==> config.mk <==
export PLATFORM = sky130hd
export DESIGN_NAME = wht_dc_merge_flat
export DESIGN_NICKNAME = d
export VERILOG_FILES = /design/src/rtl/wht_dc_merge_if.sv /design/src/rtl/wht_dc_merge.sv /design/src/flat_wrapper.sv
export SDC_FILE = /design/constraint.sdc
export NUM_CORES = 1
export LEC_CHECK = 0
export ABC_AREA = 1
export CAP_MARGIN = 20
export CELL_PAD_IN_SITES_DETAIL_PLACEMENT = 2
export CELL_PAD_IN_SITES_GLOBAL_PLACEMENT = 2
export CORE_MARGIN = 1.5
export CORE_UTILIZATION = 25
export DETAILED_ROUTE_END_ITERATION = 6
export GPL_TIMING_DRIVEN = 0
export PLACE_DENSITY_LB_ADDON = 0.3
export SLEW_MARGIN = 10
export SYNTH_ARGS = -nofsm -noshare
export SYNTH_HDL_FRONTEND = slang
export SYNTH_SLANG_ARGS = --single-unit
==> constraint.sdc <==
create_clock -name clk -period 1.8 [get_ports clk]
set_input_delay 0.45 -clock clk [delete_from_list [all_inputs] [get_ports clk]]
set_output_delay 0.45 -clock clk [all_outputs]
set_load 0.05 [all_outputs]
==> src/rtl/wht_dc_merge_if.sv <==
// Handshake bundle between the inverse WHT / AC coefficient source and the
// DC merge block; the merge block sits on the slave side.
interface wht_dc_merge_if #(
    parameter int COEF_W = 16
) ();
    localparam int BLK_W = COEF_W * 16;

    logic             mb_start;
    logic             has_y2;
    logic             dc_valid;
    logic [BLK_W-1:0] dc_data;
    logic             ac_valid;
    logic             ac_ready;
    logic [BLK_W-1:0] ac_data;
    logic             blk_valid;
    logic             blk_ready;
    logic [BLK_W-1:0] blk_data;
    logic [3:0]       blk_idx;
    logic             blk_last;
    logic             mb_done;
    logic             dc_overrun;

    modport slave (
        input  mb_start, has_y2, dc_valid, dc_data, ac_valid, ac_data, blk_ready,
        output ac_ready, blk_valid, blk_data, blk_idx, blk_last, mb_done, dc_overrun
    );

    modport master (
        output mb_start, has_y2, dc_valid, dc_data, ac_valid, ac_data, blk_ready,
        input  ac_ready, blk_valid, blk_data, blk_idx, blk_last, mb_done, dc_overrun
    );
endinterface

==> src/rtl/wht_dc_merge.sv <==
// Buffers the 16 luma DC values from the inverse WHT and substitutes them into
// lane 0 of each 4x4 AC block on its way to the per-block inverse transform.
module wht_dc_merge #(
    parameter int COEF_W = 16,
    parameter int NBLK   = 16,
    parameter int BLK_W  = COEF_W * 16
) (
    input  logic          clk,
    input  logic          rst_n,
    wht_dc_merge_if.slave bus
);

    typedef enum logic [1:0] {
        IDLE    = 2'd0,
        WAIT_DC = 2'd1,
        STREAM  = 2'd2,
        DRAIN   = 2'd3
    } state_e;

    state_e                       state_q, state_d;
    logic                         mode_q, mode_d;
    logic                         dc_full_q, dc_full_d;
    logic [NBLK-1:0][COEF_W-1:0]  dc_buf_q, dc_buf_d;
    logic [3:0]                   blk_cnt_q, blk_cnt_d;
    logic                         blk_valid_q, blk_valid_d;
    logic [BLK_W-1:0]             blk_data_q, blk_data_d;
    logic [3:0]                   blk_idx_q, blk_idx_d;
    logic                         blk_last_q, blk_last_d;
    logic                         mb_done_q, mb_done_d;
    logic                         dc_overrun_q, dc_overrun_d;

    logic ac_ready;
    logic accept;
    logic out_fire;

    // Single output register: a new beat may enter whenever the slot is empty
    // or is being emptied in the same cycle, so continuous flow has no bubble.
    assign ac_ready = (state_q == STREAM) && (!blk_valid_q || bus.blk_ready);
    assign accept   = bus.ac_valid && ac_ready;
    assign out_fire = blk_valid_q && bus.blk_ready;

    always_comb begin
        // NOTE: every next-state signal gets its hold value first so that no
        // path through the branches below leaves one unassigned (no latches).
        state_d      = state_q;
        mode_d       = mode_q;
        dc_full_d    = dc_full_q;
        dc_buf_d     = dc_buf_q;
        blk_cnt_d    = blk_cnt_q;
        blk_valid_d  = blk_valid_q;
        blk_data_d   = blk_data_q;
        blk_idx_d    = blk_idx_q;
        blk_last_d   = blk_last_q;
        mb_done_d    = 1'b0;
        dc_overrun_d = dc_overrun_q;

        // DC may land before mb_start and is kept; once streaming it is lost.
        if (bus.dc_valid) begin
            if (state_q == IDLE || state_q == WAIT_DC) begin
                dc_buf_d  = bus.dc_data;
                dc_full_d = 1'b1;
            end else begin
                dc_overrun_d = 1'b1;
            end
        end

        case (state_q)
            IDLE: begin
                if (bus.mb_start) begin
                    mode_d = bus.has_y2;
                    if (bus.has_y2 && !dc_full_q && !bus.dc_valid) begin
                        state_d = WAIT_DC;
                    end else begin
                        state_d = STREAM;
                    end
                end
            end
            WAIT_DC: begin
                if (bus.dc_valid) begin
                    state_d = STREAM;
                end
            end
            STREAM: begin
                if (accept && blk_cnt_q == 4'd15) begin
                    state_d = DRAIN;
                end
            end
            DRAIN: begin
                if (out_fire && blk_last_q) begin
                    state_d   = IDLE;
                    mb_done_d = 1'b1;
                    if (mode_q) begin
                        dc_full_d = 1'b0;
                    end
                end
            end
            default: state_d = IDLE;
        endcase

        if (accept) begin
            blk_cnt_d              = blk_cnt_q + 4'd1;
            blk_valid_d            = 1'b1;
            blk_data_d             = bus.ac_data;
            blk_data_d[COEF_W-1:0] = mode_q ? dc_buf_q[blk_cnt_q] : bus.ac_data[COEF_W-1:0];
            blk_idx_d              = blk_cnt_q;
            blk_last_d             = (blk_cnt_q == 4'd15);
        end else if (out_fire) begin
            blk_valid_d = 1'b0;
        end
    end

    // NOTE: state registers take non-blocking assignments only; the comb
    // process above is the one place blocking assignments belong.
    always_ff @(posedge clk or negedge rst_n) begin
        if (!rst_n) begin
            state_q      <= IDLE;
            mode_q       <= 1'b0;
            dc_full_q    <= 1'b0;
            // NOTE: the DC buffer is reset too, so a macroblock aborted by
            // reset can never leak stale DC values into the next one.
            dc_buf_q     <= '0;
            blk_cnt_q    <= 4'd0;
            blk_valid_q  <= 1'b0;
            blk_data_q   <= '0;
            blk_idx_q    <= 4'd0;
            blk_last_q   <= 1'b0;
            mb_done_q    <= 1'b0;
            dc_overrun_q <= 1'b0;
        end else begin
            state_q      <= state_d;
            mode_q       <= mode_d;
            dc_full_q    <= dc_full_d;
            dc_buf_q     <= dc_buf_d;
            blk_cnt_q    <= blk_cnt_d;
            blk_valid_q  <= blk_valid_d;
            blk_data_q   <= blk_data_d;
            blk_idx_q    <= blk_idx_d;
            blk_last_q   <= blk_last_d;
            mb_done_q    <= mb_done_d;
            dc_overrun_q <= dc_overrun_d;
        end
    end

    assign bus.ac_ready   = ac_ready;
    assign bus.blk_valid  = blk_valid_q;
    assign bus.blk_data   = blk_data_q;
    assign bus.blk_idx    = blk_idx_q;
    assign bus.blk_last   = blk_last_q;
    assign bus.mb_done    = mb_done_q;
    assign bus.dc_overrun = dc_overrun_q;

endmodule

==> src/flat_wrapper.sv <==
// flat-port wrapper written by rule: the top's interface ports become plain ports
module wht_dc_merge_flat 
#(
    parameter int COEF_W = 16,
    parameter int NBLK   = 16,
    parameter int BLK_W  = COEF_W * 16
)
  (clk, rst_n, bus_mb_start, bus_has_y2, bus_dc_valid, bus_dc_data, bus_ac_valid, bus_ac_data, bus_blk_ready, bus_ac_ready, bus_blk_valid, bus_blk_data, bus_blk_idx, bus_blk_last, bus_mb_done, bus_dc_overrun);
  wht_dc_merge_if #(.COEF_W(COEF_W)) bus_i ();
  input  logic clk;
  input  logic rst_n;
  input wire logic [$bits(bus_i.mb_start)-1:0] bus_mb_start;
  input wire logic [$bits(bus_i.has_y2)-1:0] bus_has_y2;
  input wire logic [$bits(bus_i.dc_valid)-1:0] bus_dc_valid;
  input wire logic [$bits(bus_i.dc_data)-1:0] bus_dc_data;
  input wire logic [$bits(bus_i.ac_valid)-1:0] bus_ac_valid;
  input wire logic [$bits(bus_i.ac_data)-1:0] bus_ac_data;
  input wire logic [$bits(bus_i.blk_ready)-1:0] bus_blk_ready;
  output wire logic [$bits(bus_i.ac_ready)-1:0] bus_ac_ready;
  output wire logic [$bits(bus_i.blk_valid)-1:0] bus_blk_valid;
  output wire logic [$bits(bus_i.blk_data)-1:0] bus_blk_data;
  output wire logic [$bits(bus_i.blk_idx)-1:0] bus_blk_idx;
  output wire logic [$bits(bus_i.blk_last)-1:0] bus_blk_last;
  output wire logic [$bits(bus_i.mb_done)-1:0] bus_mb_done;
  output wire logic [$bits(bus_i.dc_overrun)-1:0] bus_dc_overrun;
  assign bus_i.mb_start = bus_mb_start;
  assign bus_i.has_y2 = bus_has_y2;
  assign bus_i.dc_valid = bus_dc_valid;
  assign bus_i.dc_data = bus_dc_data;
  assign bus_i.ac_valid = bus_ac_valid;
  assign bus_i.ac_data = bus_ac_data;
  assign bus_i.blk_ready = bus_blk_ready;
  assign bus_ac_ready = bus_i.ac_ready;
  assign bus_blk_valid = bus_i.blk_valid;
  assign bus_blk_data = bus_i.blk_data;
  assign bus_blk_idx = bus_i.blk_idx;
  assign bus_blk_last = bus_i.blk_last;
  assign bus_mb_done = bus_i.mb_done;
  assign bus_dc_overrun = bus_i.dc_overrun;
  wht_dc_merge #(.COEF_W(COEF_W), .NBLK(NBLK), .BLK_W(BLK_W)) u_core (.clk(clk), .rst_n(rst_n), .bus(bus_i));
endmodule
# ---- Word-level counts from Yosys, hierarchy flattened
# Cells that the tools add are included.
dict set report word_totals {
  reg_bits 528
  inputBits 519
}
dict set report op_classes {
  n_addsub 1
  n_lt_le_gt_ge 1
  eq_ne 8
  n_mux 18
  n_bitwise 1
  reduce_logical 18
}
# operator count
set op_table {}
lappend op_table {{$bmux W16 S4} 1}
lappend op_table {{$mux W16} 2}
lappend op_table {{$mux W2} 5}
lappend op_table {{$mux W1} 9}
lappend op_table {{$pmux W2 S4} 1}
lappend op_table {{$logic_and A1 B1 Y1} 7}
lappend op_table {{$ne A2 B2 Y1 const B} 3}
lappend op_table {{$reduce_and A2 Y1} 3}
lappend op_table {{$lt A4 B5 Y1 const B} 1}
lappend op_table {{$add A4 B1 Y4 const B} 1}
lappend op_table {{$eq A2 B2 Y1 const B} 2}
lappend op_table {{$eq A4 B4 Y1 const B} 1}
lappend op_table {{$reduce_and A4 Y1} 1}
lappend op_table {{$logic_not A1 Y1} 3}
lappend op_table {{$eq A2 B1 Y1 const B} 1}
lappend op_table {{$logic_not A2 Y1} 1}
lappend op_table {{$logic_or A1 B1 Y1} 2}
lappend op_table {{$ne A2 B1 Y1 const B} 1}
lappend op_table {{$reduce_bool A2 Y1} 1}
lappend op_table {{$not A1 Y1} 1}

# ---- Logic depth before layout (Yosys ltp)
dict set report logic_depth {
  ltp_word 7
  mapped_depth 11
  ltp_nobuf 11
}

# ---- Worst setup path before layout
# OpenSTA, ideal clock, no wires.
dict set report synth_timing {
  path_kind {flip-flop to flip-flop}
  start {register u_core.state_q[0]}
  end {register u_core.blk_cnt_q[3]}
  setup_ns 0.135
  arrival_time_ns 1.922
  t_required_ns 1.665
  slack_ns -0.257
  path_stages_with_launch 10
  synth_period_minus_slack_ns 2.057
  cell_sequence {dfrtp_1 -> inv_1 -> ha_1 -> inv_1 -> nor2_2 -> nand2_2 -> inv_2 -> buf_2 -> nand4_1 -> xor2_1}
}
dict set report synth_between {
  elab_chain_cells 3
}
# item line_no
set synth_rtl {}
lappend synth_rtl {{from (decl)} wht_dc_merge.sv:20} ;# state_e state_q, state_d;
lappend synth_rtl {{from (signal assigned)} wht_dc_merge.sv:130} ;# state_q <= state_d;
lappend synth_rtl {{$eq A2 B2 Y1} wht_dc_merge.sv:38} ;# assign ac_ready = (state_q == STREAM) && (!blk_valid_q || bus.blk_ready);
lappend synth_rtl {{$logic_and A1 B1 Y1} wht_dc_merge.sv:38}
lappend synth_rtl {{via bus_ac_ready} flat_wrapper.sv:19} ;# output wire logic [$bits(bus_i.ac_ready)-1:0] bus_ac_ready;
lappend synth_rtl {{$logic_and A1 B1 Y1} wht_dc_merge.sv:39} ;# assign accept = bus.ac_valid && ac_ready;
lappend synth_rtl {{to (signal assigned)} wht_dc_merge.sv:134} ;# blk_cnt_q <= blk_cnt_d;
lappend synth_rtl {{to (decl)} wht_dc_merge.sv:24} ;# logic [3:0] blk_cnt_q, blk_cnt_d;
# The timed path passes the listed nets, and every way through them passes these cells.
# A chain may end at the register's enable or synchronous reset.

# ---- Worst setup path after layout
dict set report layout_timing {
  start {register u_core.blk_cnt_q[0]}
  end {register u_core.blk_data_q[10] (netlist: u_core.bus.blk_data[10])}
}
dict set report layout_between {
  elab_chain_cells 3
}
# item line_no
set layout_rtl {}
lappend layout_rtl {{$bmux W16 S4} wht_dc_merge.sv:104} ;# blk_data_d[COEF_W-1:0] = mode_q ? dc_buf_q[blk_cnt_q] : bus.ac_data[COEF_W-1:0];
lappend layout_rtl {{$mux W16 (implied by the code)} wht_dc_merge.sv:104}
lappend layout_rtl {{$mux W16} wht_dc_merge.sv:104}
lappend layout_rtl {{to (signal assigned)} wht_dc_merge.sv:136} ;# blk_data_q <= blk_data_d;
lappend layout_rtl {{to (decl)} wht_dc_merge.sv:26} ;# logic [BLK_W-1:0] blk_data_q, blk_data_d;
# No other way between the ends. The select of a mux whose other input is x is not followed.

==> metrics.txt <==
# TYPE chip_impl_metric gauge
chip_impl_metric{name="syn-mean-instance-area",unit="µm²"} 8.03
chip_impl_metric{name="drtPass1Iterations",unit=""} 5
chip_impl_info{name="cp-start-kind",value="flip-flop"} 1
chip_impl_metric{name="fp.dieH",unit="µm"} 304
chip_impl_metric{name="fin_clk_skew",unit="ns"} 0.0323
chip_impl_metric{name="final_design_area_no_fill",unit="µm²"} 38900
chip_impl_metric{name="timing_worst_slew_pin_value",unit="ns"} 0.603
chip_impl_metric{name="ys.warnings.count",unit=""} 0
chip_impl_metric{name="grt_antenna_before_repair",unit=""} 23
chip_impl_metric{name="relSlewSlack",unit=""} 0.598
chip_impl_metric{name="tritoncts_num_sinks",unit=""} 528
chip_impl_metric{name="reg2reg_slack",unit="ns"} -0.22
chip_impl_metric{name="cts_hold_buffers",unit=""} 3
chip_impl_metric{name="hold_viol_final",unit=""} 156
chip_impl_metric{name="cts_buffers",unit=""} 66
chip_impl_metric{name="worst_hold_slack",unit="ns"} -0.120
chip_impl_metric{name="wl_per_cell",unit="µm"} 28.5
chip_impl_metric{name="pwr-share-clk",unit=""} 0.161
chip_impl_metric{name="swShare",unit=""} 0.515
chip_impl_metric{name="groute.usage.overall",unit=""} 0.284
chip_impl_metric{name="p_sw",unit="µW"} 43500
chip_impl_info{name="regToRegStartpoint",value="u_core.blk_cnt_q[0]$_DFFE_PN0P_"} 1
chip_impl_metric{name="finalSetupViolCount",unit=""} 261
chip_impl_metric{name="synthesis.area",unit="µm²"} 22700
chip_impl_metric{name="crit_path_max_fanout",unit=""} 10
chip_impl_metric{name="fp.dieW",unit="µm"} 304
chip_impl_metric{name="drc_errors",unit=""} 0
chip_impl_metric{name="power_density",unit="nW/µm²"} 2180
chip_impl_metric{name="max_freq",unit="MHz"} 494
chip_impl_metric{name="drt-vias-per-instance",unit=""} 4.92
chip_impl_metric{name="vias_in_the_first_global_route",unit=""} 26923
chip_impl_metric{name="power.share.combinational",unit=""} 0.596
chip_impl_metric{name="initial_utilization",unit=""} 0.252
chip_impl_info{name="run_status",value="finished, violations left"} 1
chip_impl_metric{name="layout_min_cycle_time",unit="ns"} 2.02
chip_impl_metric{name="clock_latency",unit="ns"} 0.62
chip_impl_metric{name="yosys.area.top_type_share",unit=""} 0.582
chip_impl_info{name="r2r_end",value="u_core.bus.blk_data[10]$_DFFE_PN0P_"} 1
chip_impl_metric{name="ys_seq_elements",unit=""} 528
chip_impl_info{name="worst_min_delay_path_class",value="in -> async"} 1
chip_impl_metric{name="detailed_place_hpwl",unit="µm"} 96100
chip_impl_info{name="clk_root_buf",value="clkbuf_16"} 1
chip_impl_metric{name="netlist_instances",unit=""} 2827
chip_impl_metric{name="pin_count_of_the_biggest_net_entering_global_routing",unit=""} 104
chip_impl_metric{name="core-area",unit="µm²"} 90000
chip_impl_metric{name="finalWeightedCongestion",unit=""} 0.868
chip_impl_metric{name="port_buffers",unit=""} 783
chip_impl_metric{name="ant_nets",unit=""} 0
chip_impl_metric{name="placed_inst_area",unit="µm²"} 32200
chip_impl_metric{name="required_time_of_the_critical_path",unit="ns"} 2.34
chip_impl_metric{name="power_report.internal_total",unit="µW"} 41000
chip_impl_metric{name="timing_max_transition_violations_final",unit=""} 0
chip_impl_metric{name="dieArea",unit="µm²"} 92700
chip_impl_info{name="yosys.area.top_type",value="dfrtp_1"} 1
chip_impl_metric{name="syn_nets",unit=""} 3352
chip_impl_metric{name="dpl_worst_slack",unit="ns"} -1.01
chip_impl_metric{name="clock_tree.buffer_depth",unit=""} 3
chip_impl_metric{name="num_vias",unit=""} 24597
chip_impl_metric{name="max-cap-violations",unit=""} 0
chip_impl_metric{name="io-pin-count",unit=""} 784
chip_impl_metric{name="layout-drive-gt1-share",unit=""} 0.303
chip_impl_metric{name="htreeDepth",unit=""} 3
chip_impl_metric{name="worstRegToRegCells",unit=""} 9
chip_impl_metric{name="p_seq_frac",unit=""} 0.243
chip_impl_metric{name="total_nets_final",unit=""} 4288
chip_impl_metric{name="cts.clk_slew.worst_paths",unit="ns"} 0.06
chip_impl_info{name="violations",value="negative hold slack, negative setup slack"} 1
chip_impl_info{name="yosys-top-cells-area",value="dfrtp_1 58%, nand2_1 23%, o21ai_0 5.4%"} 1
chip_impl_metric{name="grt_remaining_overflow",unit=""} 0
chip_impl_metric{name="synth-seq-area-share",unit=""} 0.582
chip_impl_metric{name="synth.lib_cells_used.distinct",unit=""} 28
chip_impl_metric{name="dr.first_iter.drc_count",unit=""} 1632
chip_impl_metric{name="postLayoutSetupSlackWorst",unit="ns"} -0.224
chip_impl_info{name="tritoncts",value="yes"} 1
chip_impl_metric{name="first_pass_grt_wire_length",unit="µm"} 191000
chip_impl_metric{name="ratio_of_final_minimum_period_to_clock_period",unit=""} 1.12
chip_impl_metric{name="detail_route.wirelength",unit="µm"} 143000
chip_impl_metric{name="arrival",unit="ns"} 2.56
chip_impl_info{name="critical_path_class",value="reg -> reg"} 1
chip_impl_metric{name="vdd_ir_drop_max",unit="mV"} 0.960
chip_impl_info{name="grt_setup_unrepaired",value="yes"} 1
chip_impl_metric{name="layout-area-overhead-vs-synth",unit="%"} 71.1
chip_impl_info{name="endpoint_kind",value="flip-flop"} 1
chip_impl_metric{name="power.leakage",unit="µW"} 0.0197
chip_impl_metric{name="std_cell_rows",unit=""} 110
layout make-up:
type	count	area (µm²)
Antenna cell	13	32.5
Buffer	165	1850
Clock buffer	102	1950
Clock inverter	14	156
Fill cell	9573	51200
Inverter	210	835
Multi-Input combinational cell	1920	11000
Sequential cell	528	13200
Tap cell	1176	1470
Timing Repair Buffer	871	8290
Timing Repair inverter	1	11.3
flip-flops by register name, indices dropped and copies added (netlist names):
signal and flops:
u_core.state_q 2, u_core.bus.blk_idx 4, u_core.blk_cnt_q 4, u_core.bus.blk_valid 1, u_core.bus.blk_last 1, u_core.dc_full_q 1
u_core.bus.blk_data 256, u_core.dc_buf_q 256, u_core.bus.dc_overrun 1, u_core.bus.mb_done 1, u_core.mode_q 1
critical path, cell delays in order, from the launching register on:
cell and delay [ns]:
dfrtp_2 0.46, buf_12 0.15, clkbuf_2 0.26, o21ai_1 0.40, nand2_1 0.09, nand3_1 0.18
nand3_2 0.13, nand3_4 0.14, nand2_2 0.08, nand2_1 0.06
Yosys cell counts:
library cell / count
inv_1: 205
o21a_1: 1
o21ai_0: 246
a21oi_1: 2
dfrtp_1: 528
nand2_1: 1410
clkinv_1: 2
o31ai_1: 1
o21ai_1: 10
buf_4: 14
a21o_1: 1
a31oi_1: 1
nor2_2: 1
buf_6: 7
a221oi_1: 1
ha_1: 6
nand4_1: 1
or2_1: 1
clkbuf_2: 2
buf_2: 74
nand2_2: 1
inv_2: 3
nor2_1: 39
buf_1: 8
xor2_1: 3
clkbuf_1: 64
nand3_1: 189
or2_0: 6
routing by layer:
layer  track usage  routed length [µm]  part of all wire  vias up
met5             0                 153            0.0011        -
met1         0.339               55100              0.39    12651
met4         0.115                7250             0.051       24
met3        0.0721                9850             0.069      346
met2         0.485               70400              0.49      955
li1              -                   -                 -    10621
repair_timing:
action | 4_1_cts | 5_1_grt
cloned | 34 | 9
gates resized for setup | 2250 | 541
endpoints found under the hold margin | 27 | 147
setup buffers | 36 | 20
pin swaps | 41 | 49
setup endpoints to repair | 788 | 525
logic make-up after synthesis:
kind of cell               Yosys count  share of synthesized area
xor gates and xnor gates             3                    0.00116
DFF                                528                      0.582
AOI/OAI and AO/OA                  263                     0.0585
adders and majority gates            6                    0.00331
and+or+nand+nor                   1648                      0.284
buffers and inverters              379                     0.0714
power groups by stage:
stage	Combinational [µW]	Sequential, µW	Clock [µW]
after floorplan	12600	29200	0
after global placement	37700	20200	0
final	50400	20500	13600
after global routing	52700	21000	14200
after detailed placement	38600	20300	0
after CTS	44900	20100	13700
metrics by stage:
stage	hold WS (ns)	TNS [ns]	instances	util	total power (µW)
finish	-0.120	-15.23	5000	0.432	84500
global placement	0.443	-	4786	0.356	57900
floorplan	0.154	0	2827	-	41800
CTS	-0.105	-39.18	4980	0.410	78800
global route	-0.0965	-53.81	4998	0.432	87800
detailed placement	0.339	-442.72	4792	0.358	58900
cells in the final DEF, fill, tap and decap left out, drive strengths merged:
cell type      instances
or2                    7
clkinv                12
o21a                   1
bufinv                 3
clkbuf               171
buf                  447
inv                  210
o21ai                256
diode                 13
a221oi                 1
ha                     6
xor2                   3
a31oi                  1
nand2               1411
a21o                   1
nand3                189
clkdlybuf4s50        517
dlygate4sd3            1
o31ai                  1
nor2                  40
nand4                  1
dfrtp                528
clkdlybuf4s15          2
a21oi                  2
worst max-delay path by stage:
stage                                         start                                  end  slack [ns]  depth (start not counted)
finish              u_core.blk_cnt_q[0]$_DFFE_PN0P_  u_core.bus.blk_data[10]$_DFFE_PN0P_       -0.22                          9
global route          u_core.state_q[0]$_DFFE_PN0P_                         bus_ac_ready       -0.27                          5
CTS                   u_core.state_q[0]$_DFFE_PN0P_                         bus_ac_ready       -0.27                          5
detailed placement                     bus_dc_valid       u_core.dc_buf_q[6]$_DFFE_PN0P_       -1.01                          8
global placement                              rst_n     u_core.bus.blk_valid$_DFFE_PN0P_      -28.11                          1
floorplan             u_core.state_q[0]$_DFFE_PN0P_      u_core.blk_cnt_q[3]$_DFFE_PN0P_      0.0004                          9
(Power assumes the default switching activity.)
